<file path="src/rtl/uart_pkg.sv">
// Shared UART definitions used by both the TX and RX paths:
// the transmit FSM state encoding and the baud divisor helper.
package uart_pkg;

  typedef enum logic [2:0] {
    IDLE,
    START,
    DATA,
    PARITY,
    STOP
  } uart_tx_state_t;

  // Clock cycles per bit, rounded down.
  function automatic int calc_div(input int clk_hz, input int baud);
    return clk_hz / baud;
  endfunction

endpackage

</file>
<file path="src/rtl/uart_baud_cnt.sv">
// Bit-period counter: counts 0..DIV-1 and flags the last cycle of each bit.
// A synchronous clear holds it at zero while the line is idle, so the first
// bit of a frame always starts from a fresh count.
module uart_baud_cnt #(
  parameter int DIV   = 16,
  parameter int CNT_W = (DIV > 1) ? $clog2(DIV) : 1
) (
  input  logic ckht,
  input  logic rst,
  input  logic clr,
  output logic tc
);

  localparam logic [CNT_W-1:0] LAST = CNT_W'(DIV - 1);

  logic [CNT_W-1:0] cnt;

  // Free-running bit-period count, restarted on clear or at the end of each bit.
  always_ff @(posedge ckht or posedge rst) begin
    if (rst) begin
      cnt <= '0;
    end else if (clr || tc) begin
      cnt <= '0;
    end else begin
      cnt <= cnt + 1'b1;
    end
  end

  assign tc = (cnt == LAST);

endmodule

</file>
<file path="src/rtl/uart_tx_ctrl.sv">
// UART transmit engine. Pops one word from the TX FIFO when idle and sends it
// as start bit, DATA_SIZE data bits LSB-first, optional parity and 1 or 2 stop
// bits. The serial line is driven from a register that is loaded from the
// next-state view, so tx changes exactly when the FSM changes state.
module uart_tx_ctrl
  import uart_pkg::*;
#(
  parameter int DATA_SIZE  = 8,
  parameter int CLK_HZ     = 50_000_000,
  parameter int BAUD       = 115200,
  parameter int STOP_BITS  = 1,
  parameter int PARITY_EN  = 0,
  parameter int PARITY_ODD = 0
) (
  input  logic                 ckht,
  input  logic                 rst,
  input  logic                 tx_empty,
  input  logic [DATA_SIZE-1:0] tx_data,
  output logic                 tx_rd,
  output logic                 tx,
  output logic                 busy,
  output logic                 done_tick
);

  localparam int   DIV   = calc_div(CLK_HZ, BAUD);
  localparam int   BIT_W = $clog2(DATA_SIZE + 1);
  localparam logic ODD   = (PARITY_ODD != 0);

  localparam logic [BIT_W-1:0] LAST_DATA = BIT_W'(DATA_SIZE - 1);
  localparam logic [BIT_W-1:0] LAST_STOP = BIT_W'(STOP_BITS - 1);

  if (DIV < 2) begin : g_bad_div
    $error("uart_tx_ctrl: CLK_HZ/BAUD must be at least 2");
  end
  if ((STOP_BITS != 1) && (STOP_BITS != 2)) begin : g_bad_stop
    $error("uart_tx_ctrl: STOP_BITS must be 1 or 2");
  end
  if ((DATA_SIZE < 5) || (DATA_SIZE > 9)) begin : g_bad_size
    $error("uart_tx_ctrl: DATA_SIZE must be 5..9");
  end

  uart_tx_state_t state, next_state;

  logic [DATA_SIZE-1:0] shift_q, shift_nxt;
  logic [BIT_W-1:0]     bit_cnt, bit_cnt_nxt;
  logic                 parity_q;
  logic                 tx_nxt;
  logic                 baud_tc;
  logic                 pop;
  logic                 last_data;
  logic                 last_stop;

  assign pop       = (state == IDLE) && !tx_empty;
  assign last_data = (bit_cnt == LAST_DATA);
  assign last_stop = (bit_cnt == LAST_STOP);

  uart_baud_cnt #(
    .DIV (DIV)
  ) u_baud (
    .ckht (ckht),
    .rst  (rst),
    .clr  (state == IDLE),
    .tc   (baud_tc)
  );

  // State register; reset aborts any frame in progress.
  always_ff @(posedge ckht or posedge rst) begin
    if (rst) begin
      state <= IDLE;
    end else begin
      state <= next_state;
    end
  end

  // Frame sequencing: each non-idle state lasts whole bit periods.
  always_comb begin
    next_state = state;
    case (state)
      IDLE:    if (pop) next_state = START;
      START:   if (baud_tc) next_state = DATA;
      DATA:    if (baud_tc && last_data) next_state = (PARITY_EN != 0) ? PARITY : STOP;
      PARITY:  if (baud_tc) next_state = STOP;
      STOP:    if (baud_tc && last_stop) next_state = IDLE;
      default: next_state = IDLE;
    endcase
  end

  // Handshake and status outputs decoded from the current state.
  always_comb begin
    tx_rd     = pop && !rst;
    busy      = (state != IDLE);
    done_tick = (state == STOP) && baud_tc && last_stop;
  end

  // Next values for the shift register, bit counter and serial line.
  always_comb begin
    shift_nxt   = shift_q;
    bit_cnt_nxt = bit_cnt;
    case (state)
      IDLE: begin
        if (pop) begin
          shift_nxt   = tx_data;
          bit_cnt_nxt = '0;
        end
      end
      DATA: begin
        if (baud_tc) begin
          shift_nxt   = shift_q >> 1;
          bit_cnt_nxt = last_data ? '0 : bit_cnt + 1'b1;
        end
      end
      STOP: begin
        if (baud_tc) begin
          bit_cnt_nxt = last_stop ? '0 : bit_cnt + 1'b1;
        end
      end
      default: begin
        shift_nxt   = shift_q;
        bit_cnt_nxt = bit_cnt;
      end
    endcase

    tx_nxt = 1'b1;
    case (next_state)
      START:   tx_nxt = 1'b0;
      DATA:    tx_nxt = shift_nxt[0];
      PARITY:  tx_nxt = parity_q;
      default: tx_nxt = 1'b1;
    endcase
  end

  // Datapath registers; parity is captured from the word at pop time.
  always_ff @(posedge ckht or posedge rst) begin
    if (rst) begin
      shift_q  <= '0;
      bit_cnt  <= '0;
      parity_q <= 1'b0;
      tx       <= 1'b1;
    end else begin
      shift_q <= shift_nxt;
      bit_cnt <= bit_cnt_nxt;
      tx      <= tx_nxt;
      if (pop) begin
        parity_q <= ^tx_data ^ ODD;
      end
    end
  end

endmodule

</file>
<file path="config.mk">
export PLATFORM = sky130hd
export DESIGN_NAME = uart_tx_ctrl
export DESIGN_NICKNAME = d
export VERILOG_FILES = /design/src/rtl/uart_pkg.sv /design/src/rtl/uart_baud_cnt.sv /design/src/rtl/uart_tx_ctrl.sv
export SDC_FILE = /design/constraint.sdc
export NUM_CORES = 1
export LEC_CHECK = 0
export ABC_AREA = 1
export BUFFER_PORTS_ARGS = -buffer_cell sky130_fd_sc_hd__buf_4
export CORE_MARGIN = 10
export CORE_UTILIZATION = 35
export DETAILED_ROUTE_END_ITERATION = 16
export PLACE_DENSITY_LB_ADDON = 0.15
export RECOVER_POWER = 50
export SLEW_MARGIN = 40
export SYNTH_ARGS = -nofsm -noshare
export SYNTH_HDL_FRONTEND = slang
export SYNTH_SLANG_ARGS = --single-unit
</file>
<file path="constraint.sdc">
create_clock -name ckht -period 1.4 [get_ports ckht]
set_clock_uncertainty 0.1 [all_clocks]
set_input_delay 0.14 -clock ckht [delete_from_list [all_inputs] [get_ports ckht]]
set_output_delay 0.14 -clock ckht [all_outputs]
set_load 0.02 [all_outputs]
</file>
==> results.json, run 1 <==
{
  "ys_types": 28,
  "violations": "negative setup slack",
  "place_congestion": 0.789,
  "dp.cells": 290,
  "cp.required_ns": 1.16,
  "path_class": "reg -> out",
  "fillers": 423,
  "place_area_um2": 1950,
  "routed-via-count": 1430,
  "synth.avg_cell_area_um2": 7.92,
  "antenna_found_initial": 0,
  "crit_family": "flip-flops",
  "setup_violations": 27,
  "grt_pass1_vias": 1460,
  "initial_core_util_pct": 35.7,
  "ant_nets": 0,
  "synth_seq_cells": 26,
  "critPathArrivalTime_ns": 1.42,
  "final_nets": 273,
  "slew_headroom_pct": 53.7,
  "syn_area_um2": 1550,
  "peakVddDrop_mv": 0.556,
  "grt.overflow.total": 0,
  "outcome": "finished, violations left",
  "insertion_delay_ns": 0.27,
  "cts_buffers": 3,
  "wl_per_cell_um": 12.5,
  "synth_area_leader_cell": "dfrtp_1",
  "die-width_um": 86.4,
  "cts_tree": "built",
  "p_leak_nw": 1.15,
  "start_kind": "flip-flop",
  "cts_max_path_buffers": 2,
  "cp_num_buf_inv": 3,
  "path_depth": 9,
  "syn2layout_area_growth_pct": 52.7,
  "slowest_stage": "dfrtp_1",
  "drc_errors": 0,
  "worstMarginPinSlew_ns": 0.694,
  "die_h_um": 86.4,
  "netlist.area_leader.share_pct": 40.5,
  "ios": 15,
  "path_clk_slew_ns": 0.09,
  "die_area_um2": 7470,
  "fin_ws_ns": -0.260,
  "syn_nets": 210,
  "root_buffer": "clkbuf_8",
  "drv_cap": 0,
  "core_um2": 4320,
  "hold_viol": 0,
  "grt_start_max_net_pins": 27,
  "post-place-ws_ns": -0.143,
  "hpwl_mm": 2.77,
  "netlist_top_cells_area": "dfrtp_1, nand2_1, inv_1, nand3_1, nor2_1",
  "drive_gt1_share_pct": 43.6,
  "final_area_um2": 2360,
  "period_share_pct": 119,
  "min_path_type": "in -> reg",
  "port_buffers": 14,
  "synth_seq_area_share_pct": 42.2,
  "antenna_cells": 0,
  "clock-sinks": 26,
  "slew_violations": 0,
  "grt_pass1_wl_mm": 6.47,
  "r2r_cells": 11,
  "totalWireLength_mm": 3.86,
  "min_path_cells": 3,
  "htreeDepth": 1,
  "rows": 24,
  "critical_path.cell_chain": "inv_1, ha_2, nand2_1, nor2_1, nand2_2, clkinv_4, nand2_4, nor2_4, buf_6",
  "p_per_area_nw_per_um2": 1030,
  "worst_setup_path_end_kind": "output port",
  "synthCells": 195,
  "slowest_delay_ns": 0.38,
  "first_pass_iters": 4,
  "yosys_warnings": 0,
  "grtUsageTotal_pct": 10.4,
  "path_max_fanout": 2,
  "vias_per_cell": 4.63,
  "drt_iter0_drc": 20,
  "stdcell_count": 309,
  "fmax_mhz": 602,
  "rsz0062_at_grt": "true",
  "period_minus_slack_ns": 1.66
}
==> worst min-delay path, stage by stage <==
cell and delay (ns):
buf_4 0.09, a21oi_1 0.05, o21ai_0 0.06
==> flip-flops by register name, indices dropped and copies added, names as in the netlist <==
signal	flops
shift_q	8
u_baud.cnt	9
tx	1
state	3
parity_q	1
bit_cnt	4
==> final cells by class <==
type                       instances  area (um^2)  share of cell area [%]
clock buffer                       4         45.0                    1.91
inverter                          32          130                    5.51
multi-input combinational        137          980                    41.5
sequential                        26          652                    27.6
tap                               52         65.1                    2.76
timing repair buffer              58          488                    20.7
==> where the power goes <==
group | internal (W) | switching (W) | total [W]
Clock | 0.000204 | 0.000250 | 0.000454
Sequential | 0.000924 | 0.000103 | 0.00103
Combinational | 0.000473 | 0.000468 | 0.000941
==> through the flow <==
stage	TNS [ns]	utilization, %	hold slack (ns)	total power (W)
2_1_floorplan	0	-	0.0793	0.00143
3_3_place_gp	-1.31	45.1	0.138	0.00170
3_5_place_dp	-1.86	45.1	0.139	0.00170
4_1_cts	-4.47	50.6	0.00101	0.00230
5_1_grt	-6.40	54.6	0.00816	0.00262
6_report	-3.84	54.6	0.000696	0.00242
==> final timing paths <==
kind	start	endpoint	slack (ns)
max	u_baud.cnt[1]	done_tick	-0.26
min	tx_data[2]	shift_q[2]	0.0007
max reg2reg	u_baud.cnt[1]	bit_cnt[0]	-0.24
min reg2reg	parity_q	parity_q	0.41
max in group asynchronous	rst	bit_cnt[3]	0.22
min in group asynchronous	rst	shift_q[0]	0.54
==> placed cells by master (no fill, tap or decap), types with 3 or more instances in the layout <==
cell type  synthesis  final
nand4_1            3      3
inv_1             25     23
o21ai_1            6      6
dfrtp_1           25     25
inv_2              5      6
buf_6              1      9
nand2_2            6      9
xnor2_1            5      5
nor2_4             1      6
a21oi_1            6      3
nand3_1           16     14
o211ai_1           3      3
buf_4              0     43
xor2_1             4      4
clkbuf_8           0      3
nor3_2             0      6
nand2_1           39     32
nand2_4            3      6
o21ai_0            3      3
nor2_1            19     15
==> metal layers <==
metal	vias to the layer above	wire length [um]	part of all wire [%]	global-route usage, %
met5	-	0	0	0
met4	0	28	0.73	2.06
met3	4	129	3.3	3.00
met2	16	2110	55	19.6
met1	658	1590	41	11.2
li1	752	-	-	-
==> kinds of logic after synthesis <==
logic type | count (synthesis) | share of synthesized area, %
AO/OA/AOI/OAI | 21 | 8.99
adder cells (fa/ha/maj) | 4 | 3.24
buffers and inverters | 33 | 8.74
XOR/XNOR | 9 | 5.10
flip-flops | 26 | 42.2
AND/OR/NAND/NOR | 102 | 31.7
==> synth_stat cells <==
cell / instances
inv_4: 1
nor2_2: 3
o21ai_0: 3
xor2_1: 4
nand4_1: 3
o21ai_1: 6
inv_2: 5
nor3b_1: 2
ha_1: 4
a21oi_1: 6
nand2_4: 3
inv_1: 25
a22o_1: 1
nor2_1: 19
dfstp_2: 1
xnor2_1: 5
nand3b_1: 1
nor2_4: 1
dfrtp_1: 25
nor3_1: 8
nand3_2: 1
buf_6: 1
nand3_1: 16
nand2_1: 39
nand2_2: 6
clkinv_2: 1
o211ai_1: 3
o311ai_2: 2
==> repair_timing <==
item | 4_1_cts | 5_1_grt
setup endpoints to repair | 28 | 28
pin swaps | 12 | 15
setup buffers | 10 | 4
hold endpoints to repair | 25 | 1
hold buffers | 1 | 1
cloned | 0 | 1
gates resized for setup | 27 | 30
Note: power is estimated with default switching activity, not from simulation.
==> inputs of run 2 (changes only) <==
--- a/config.mk
+++ b/config.mk
@@ -5,13 +5,11 @@
 export SDC_FILE = /design/constraint.sdc
 export NUM_CORES = 1
 export LEC_CHECK = 0
-export ABC_AREA = 1
 export BUFFER_PORTS_ARGS = -buffer_cell sky130_fd_sc_hd__buf_4
 export CORE_MARGIN = 10
 export CORE_UTILIZATION = 35
 export DETAILED_ROUTE_END_ITERATION = 16
 export PLACE_DENSITY_LB_ADDON = 0.15
-export RECOVER_POWER = 50
 export SLEW_MARGIN = 40
 export SYNTH_ARGS = -nofsm -noshare
 export SYNTH_HDL_FRONTEND = slang
==> run 2 against run 1 <==
Effect of this change:
- the run still ends with negative setup slack left
- clock-buffer cell count is the same
- critical endpoint is now bit_cnt[2]
- non-clock buffer count grew 13
- highest routed layer unchanged
- register-to-register slack lost 0.39 ns
- area after synthesis shrank 6.8%
- largest cell class unchanged
- first-iteration DRC count grew 80%
- sequential power shrank 4%
- die area shrank 5.3%
- setup slack lost 0.37 ns
- largest power group unchanged
- total power shrank 6.7%
- sequential cell count is the same
==> results.json, run 2 <==
{
  "finish.utilization_pct": 57.5,
  "place_congestion": 0.770,
  "start_kind": "flip-flop",
  "period_share_pct": 145,
  "critPathArrivalTime_ns": 2.10,
  "violations": "negative setup slack",
  "outcome": "finished, violations left",
  "synth_area_leader_cell": "dfrtp_1",
  "rsz0062_at_grt": "true",
  "synthCells": 150,
  "port_buffers": 14,
  "p_leak_nw": 1.03,
  "syn_area_um2": 1440,
  "final_nets": 238,
  "die_h_um": 84.1,
  "setup_violations": 26,
  "grt_start_max_net_pins": 27,
  "synth_enable_flop_cells": 0,
  "cp_num_buf_inv": 1,
  "stdcell_count": 272,
  "top_register": "u_baud.cnt",
  "period_minus_slack_ns": 2.03,
  "fmax_mhz": 493,
  "netlist.area_leader.share_pct": 43.4,
  "grtUsageTotal_pct": 10.9,
  "drive_gt1_share_pct": 46.4,
  "slowest_stage": "or4b_4",
  "slew_headroom_pct": 76.7,
  "drv_cap": 0,
  "path_clk_slew_ns": 0.09,
  "seq_area_um2": 652,
  "worst_setup_path_end_kind": "flip-flop",
  "vias_per_cell": 4.93,
  "critical_path.cell_chain": "or4b_4, a2111oi_4, buf_4, a2bb2o_4, nor3b_1",
  "insertion_delay_ns": 0.28,
  "grt_pass1_vias": 1402,
  "first_pass_iters": 4,
  "netlist_top_cells_area": "dfrtp_1, xnor2_1, nand2_1, nor2_1, ha_1",
  "clock-sinks": 26,
  "wl_per_cell_um": 13.8,
  "ios": 15,
  "most-common-layout-cells": "buf_4, dfrtp_1, nand2_1, nor2_1, buf_6",
  "initial_core_util_pct": 36.0,
  "yosys_warnings": 0,
  "synth_seq_area_share_pct": 45.3,
  "syn_nets": 165,
  "p_per_area_nw_per_um2": 983,
  "synth_seq_cells": 26,
  "hp-start": "tx_data[2]",
  "startpoint": "u_baud.cnt[6]",
  "mostFrequentLayoutCell": "buf_4",
  "drc_errors": 0,
  "dp.cells": 254,
  "fin_ws_ns": -0.630,
  "largest_register_ffs": 9,
  "crit_family": "simple AND/OR/NAND/NOR gates",
  "ant_nets": 0,
  "r2r-start": "u_baud.cnt[6]",
  "hold_viol": 0,
  "synth.avg_cell_area_um2": 9.60,
  "antenna_cells": 0,
  "grt_pass1_wl_mm": 6.47,
  "min_path_type": "in -> reg",
  "peakVddDrop_mv": 0.578,
  "drt_iter0_drc": 36,
  "syn2layout_area_growth_pct": 59.7,
  "async_reset_ff_share_pct": 100,
  "grt.overflow.total": 0,
  "die_area_um2": 7080,
  "antenna_found_initial": 0,
  "fillers": 355,
  "worstMarginPinSlew_ns": 0.350,
  "slew_violations": 0,
  "slowest_delay_ns": 0.57,
  "yosys.cell_count.top_type": "dfrtp_1",
  "routed-via-count": 1342,
  "ys_top_cells_by_count": "dfrtp_1, nand2_1, nor2_1",
  "reg_top3": "u_baud.cnt (9), shift_q (8), bit_cnt (4)",
  "hpwl_mm": 2.69,
  "path_max_fanout": 3,
  "core_um2": 4000,
  "die-width_um": 84.1,
  "post-place-ws_ns": -0.594,
  "synth_ff_type": "dfrtp_1",
  "cts_max_path_buffers": 2,
  "htreeDepth": 1,
  "cp.required_ns": 1.47,
  "root_buffer": "clkbuf_8",
  "rows": 23,
  "path_class": "reg -> reg",
  "cts_tree": "built",
  "ys_types": 46,
  "totalWireLength_mm": 3.76,
  "cts_buffers": 3,
  "multi_input_area_um2": 903
}
==> run 2: cell types whose count changed after synthesis, sizes merged, moves of 6 or more <==
cell   before  now
inv        31    9
a22oi       0    6
nor2       23   16
nand3      17    4
xnor2       5   11
nand2      48   21
==> run 2: routing by layer <==
layer  part of all wire, %  GRT usage [%]  vias to the layer above
met5                     0              0                        -
met4                   2.1           4.87                        0
met3                   2.8           2.61                        5
met2                    51           18.0                       12
met1                    44           13.0                      653
li1                      -              -                      672
==> run 2: logic make-up (layout without fill, tap and decap cells) <==
| kind of cell | Yosys count | in the layout | share of synthesized area, % |
|---|---|---|---|
| buf+inv | 12 | 84 | 4.43 |
| simple gates | 66 | 66 | 23.1 |
| xor+xnor | 14 | 14 | 8.51 |
| compound gates | 27 | 27 | 14.4 |
| flops | 26 | 26 | 45.3 |
| mux | 1 | 1 | 0.782 |
| fa+ha+maj | 4 | 4 | 3.48 |
==> run 2: worst paths after layout <==
path                              end  slack, ns  cells past startpoint
min in group asynchronous  bit_cnt[1]       0.41                      4
hold reg to reg            shift_q[2]       0.38                      2
hold / removal             shift_q[2]      0.005                      3
max in group asynchronous          tx       0.49                      4
setup reg to reg           bit_cnt[2]      -0.63                      5
setup / recovery           bit_cnt[2]      -0.63                      5
==> run 2: per-stage QoR <==
step                hold slack (ns)  setup TNS (ns)  cell area [um^2]  power, W
finish                      0.00526           -8.56              2300   0.00226
global route                 0.0226          -10.56              2300   0.00242
CTS                         0.00638           -8.09              2180   0.00216
floorplan                    0.0793           -8.38              1490   0.00131
global placement              0.143          -10.59              1950   0.00156
detailed placement            0.153          -10.23              1950   0.00158
==> run 2: what timing repair did <==
action | in CTS | in global routing
hold endpoints to repair | 30 | 0
buffers inserted | 4 | 7
pin swaps | 3 | 6
hold buffers | 6 | 0
setup endpoints to repair | 29 | 29
gates resized for setup | 24 | 20
==> run 2: where the power goes <==
group	internal, W	switching (W)
Clock	0.000252	0.000248
Combinational	0.000425	0.000344
Sequential	0.000899	0.0000925
==> run 2: final cells by class <==
cell class / count / share of cell area (%)
clock buffers: 4 / 2.39
inverters: 9 / 1.47
multi-input cells: 112 / 39.3
flip-flops and latches: 26 / 28.3
well taps: 50 / 2.72
repair buffers: 71 / 25.8
==> run 2: worst min-delay path, stage by stage <==
cell	delay, ns
buf_4	0.09
a22oi_1	0.07
nand2_1	0.06
==> inputs of run 3 (changes only) <==
--- a/config.mk
+++ b/config.mk
@@ -10,6 +10,7 @@
 export CORE_UTILIZATION = 35
 export DETAILED_ROUTE_END_ITERATION = 16
 export PLACE_DENSITY_LB_ADDON = 0.15
+export SETUP_SLACK_MARGIN = 0.05
 export SLEW_MARGIN = 40
 export SYNTH_ARGS = -nofsm -noshare
 export SYNTH_HDL_FRONTEND = slang
==> run 3 against run 2 <==
Effect of this change:
- the run still ends with negative setup slack left
- fmax up 0.74%
- critical path depth down 1
- clock-buffer cell count unchanged
- register-to-register slack about the same
- combinational power down 0.9%
- via count up 1.5%
==> results.json, run 3 (synthesis results as in run 2) <==
{
  "outcome": "finished, violations left",
  "violations": "negative setup slack",
  "initial_core_util_pct": 36.0,
  "grt_pass1_wl_mm": 6.47,
  "antenna_found_initial": 0,
  "start_kind": "flip-flop",
  "vias_per_cell": 5.03,
  "routed-via-count": 1362,
  "holdPathEnd": "shift_q[3]",
  "worstMarginPinSlew_ns": 0.347,
  "most-common-layout-cells": "buf_4, dfrtp_1, nand2_1, buf_6, nor2_1",
  "path_class": "reg -> reg",
  "min_path_type": "in -> reg",
  "min_path_cells": 3,
  "period_share_pct": 144,
  "hold_viol": 0,
  "slew_violations": 0,
  "insertion_delay_ns": 0.27,
  "critPathArrivalTime_ns": 2.13,
  "path_max_fanout": 3,
  "die-width_um": 84.1,
  "hp-start": "tx_data[3]",
  "dp.cells": 254,
  "drt_iter0_drc": 38,
  "p_per_area_nw_per_um2": 971,
  "mostFrequentLayoutCell": "buf_4",
  "place_congestion": 0.770,
  "fin_ws_ns": -0.616,
  "setup_violations": 29,
  "cts_max_path_buffers": 2,
  "final_nets": 237,
  "wl_per_cell_um": 14.0,
  "worst_setup_path_end_kind": "flip-flop",
  "cp_num_buf_inv": 0,
  "fmax_mhz": 496,
  "htreeDepth": 1,
  "grt_pass1_vias": 1463,
  "peakVddDrop_mv": 0.543,
  "post-place-ws_ns": -0.600,
  "cp.required_ns": 1.51,
  "first_pass_iters": 4,
  "top_register": "u_baud.cnt",
  "slowest_stage": "or4b_4",
  "root_buffer": "clkbuf_8",
  "fillers": 337,
  "cts_tree": "built",
  "p_leak_nw": 1.05,
  "ant_nets": 0,
  "rr_endpoint": "tx",
  "grt.overflow.total": 0,
  "r2r-start": "u_baud.cnt[6]",
  "crit_family": "compound AO/OA/AOI/OAI gates",
  "largest_register_ffs": 9,
  "port_buffers": 14,
  "antenna_cells": 0,
  "stdcell_count": 271,
  "ios": 15,
  "drv_cap": 0,
  "path_clk_slew_ns": 0.10,
  "reg_top3": "u_baud.cnt (9), shift_q (8), bit_cnt (4)",
  "slew_headroom_pct": 76.9,
  "die_area_um2": 7080,
  "hpwl_mm": 2.72,
  "cts_buffers": 3,
  "totalWireLength_mm": 3.79,
  "multi_input_area_um2": 925,
  "die_h_um": 84.1,
  "clock-sinks": 26,
  "seq_area_um2": 652,
  "core_um2": 4000,
  "period_minus_slack_ns": 2.02,
  "drive_gt1_share_pct": 47.5,
  "r2r_cells": 4,
  "syn2layout_area_growth_pct": 61.0,
  "grt_start_max_net_pins": 27,
  "slowest_delay_ns": 0.57,
  "grtUsageTotal_pct": 10.7,
  "drc_errors": 0,
  "rrSetupSlack_ns": -0.62,
  "rows": 23,
  "critical_path.cell_chain": "or4b_4, o31a_1, a221o_1, o311a_1",
  "rsz0062_at_grt": "true"
}
run 3: worst register-to-register path, cell delays in order, from the launching register on:
cell     delay [ns]
dfrtp_1        0.39
or4b_4         0.57
o31a_1         0.28
a221o_1        0.33
o311a_1        0.29
run 3: final cells by class:
| cell class | instances | share of cell area, % |
|---|---|---|
| multi-input cells | 112 | 39.9 |
| flip-flops and latches | 26 | 28.1 |
| well taps | 50 | 2.70 |
| inverters | 9 | 1.46 |
| clock buffers | 4 | 2.37 |
| repair buffers | 70 | 25.5 |
run 3: worst max path at each step:
stage / startpoint / to / slack (ns) / cells past startpoint
after global routing: u_baud.cnt[6] / tx / -0.68 / 4
after floorplan: u_baud.cnt[3] / tx / -0.66 / 4
final: u_baud.cnt[6] / tx / -0.62 / 4
after CTS: u_baud.cnt[6] / tx / -0.59 / 4
after detailed placement: u_baud.cnt[6] / tx / -0.60 / 4
after global placement: u_baud.cnt[6] / bit_cnt[2] / -0.57 / 5
run 3: metrics by stage:
stage	total power (W)	utilization (%)	cell area, um^2	setup TNS, ns	hold slack (ns)
after CTS	0.00217	55.7	2230	-8.13	0.00610
after global routing	0.00238	58.0	2320	-10.11	0.0206
after global placement	0.00156	48.8	1950	-10.59	0.143
after detailed placement	0.00158	48.8	1950	-10.83	0.153
final	0.00225	58.0	2320	-8.09	0.00308
after floorplan	0.00131	-	1490	-8.38	0.0793
run 3: layer usage:
layer  GRT usage [%]  wire length [um]
met2            18.9              1990
met5               0                 0
met1            12.4              1660
met4            3.20                15
met3            2.51               113
run 3: what timing repair did:
item / CTS / global route
endpoints found under the hold margin: 26 / 0
pin swaps: 7 / 9
resized for setup: 35 / 16
buffers inserted: 10 / 5
cloned: 0 / 0
setup endpoints to repair: 29 / 29
hold buffers: 2 / 0
run 3: power breakdown:
group	leakage [nW]	total [W]	internal, W	switching, W
Sequential	0.335	0.000994	0.000899	0.0000948
Clock	0.0288	0.000495	0.000252	0.000244
Combinational	0.691	0.000762	0.000410	0.000352
Total	1.05	0.00225	0.00156	0.000691
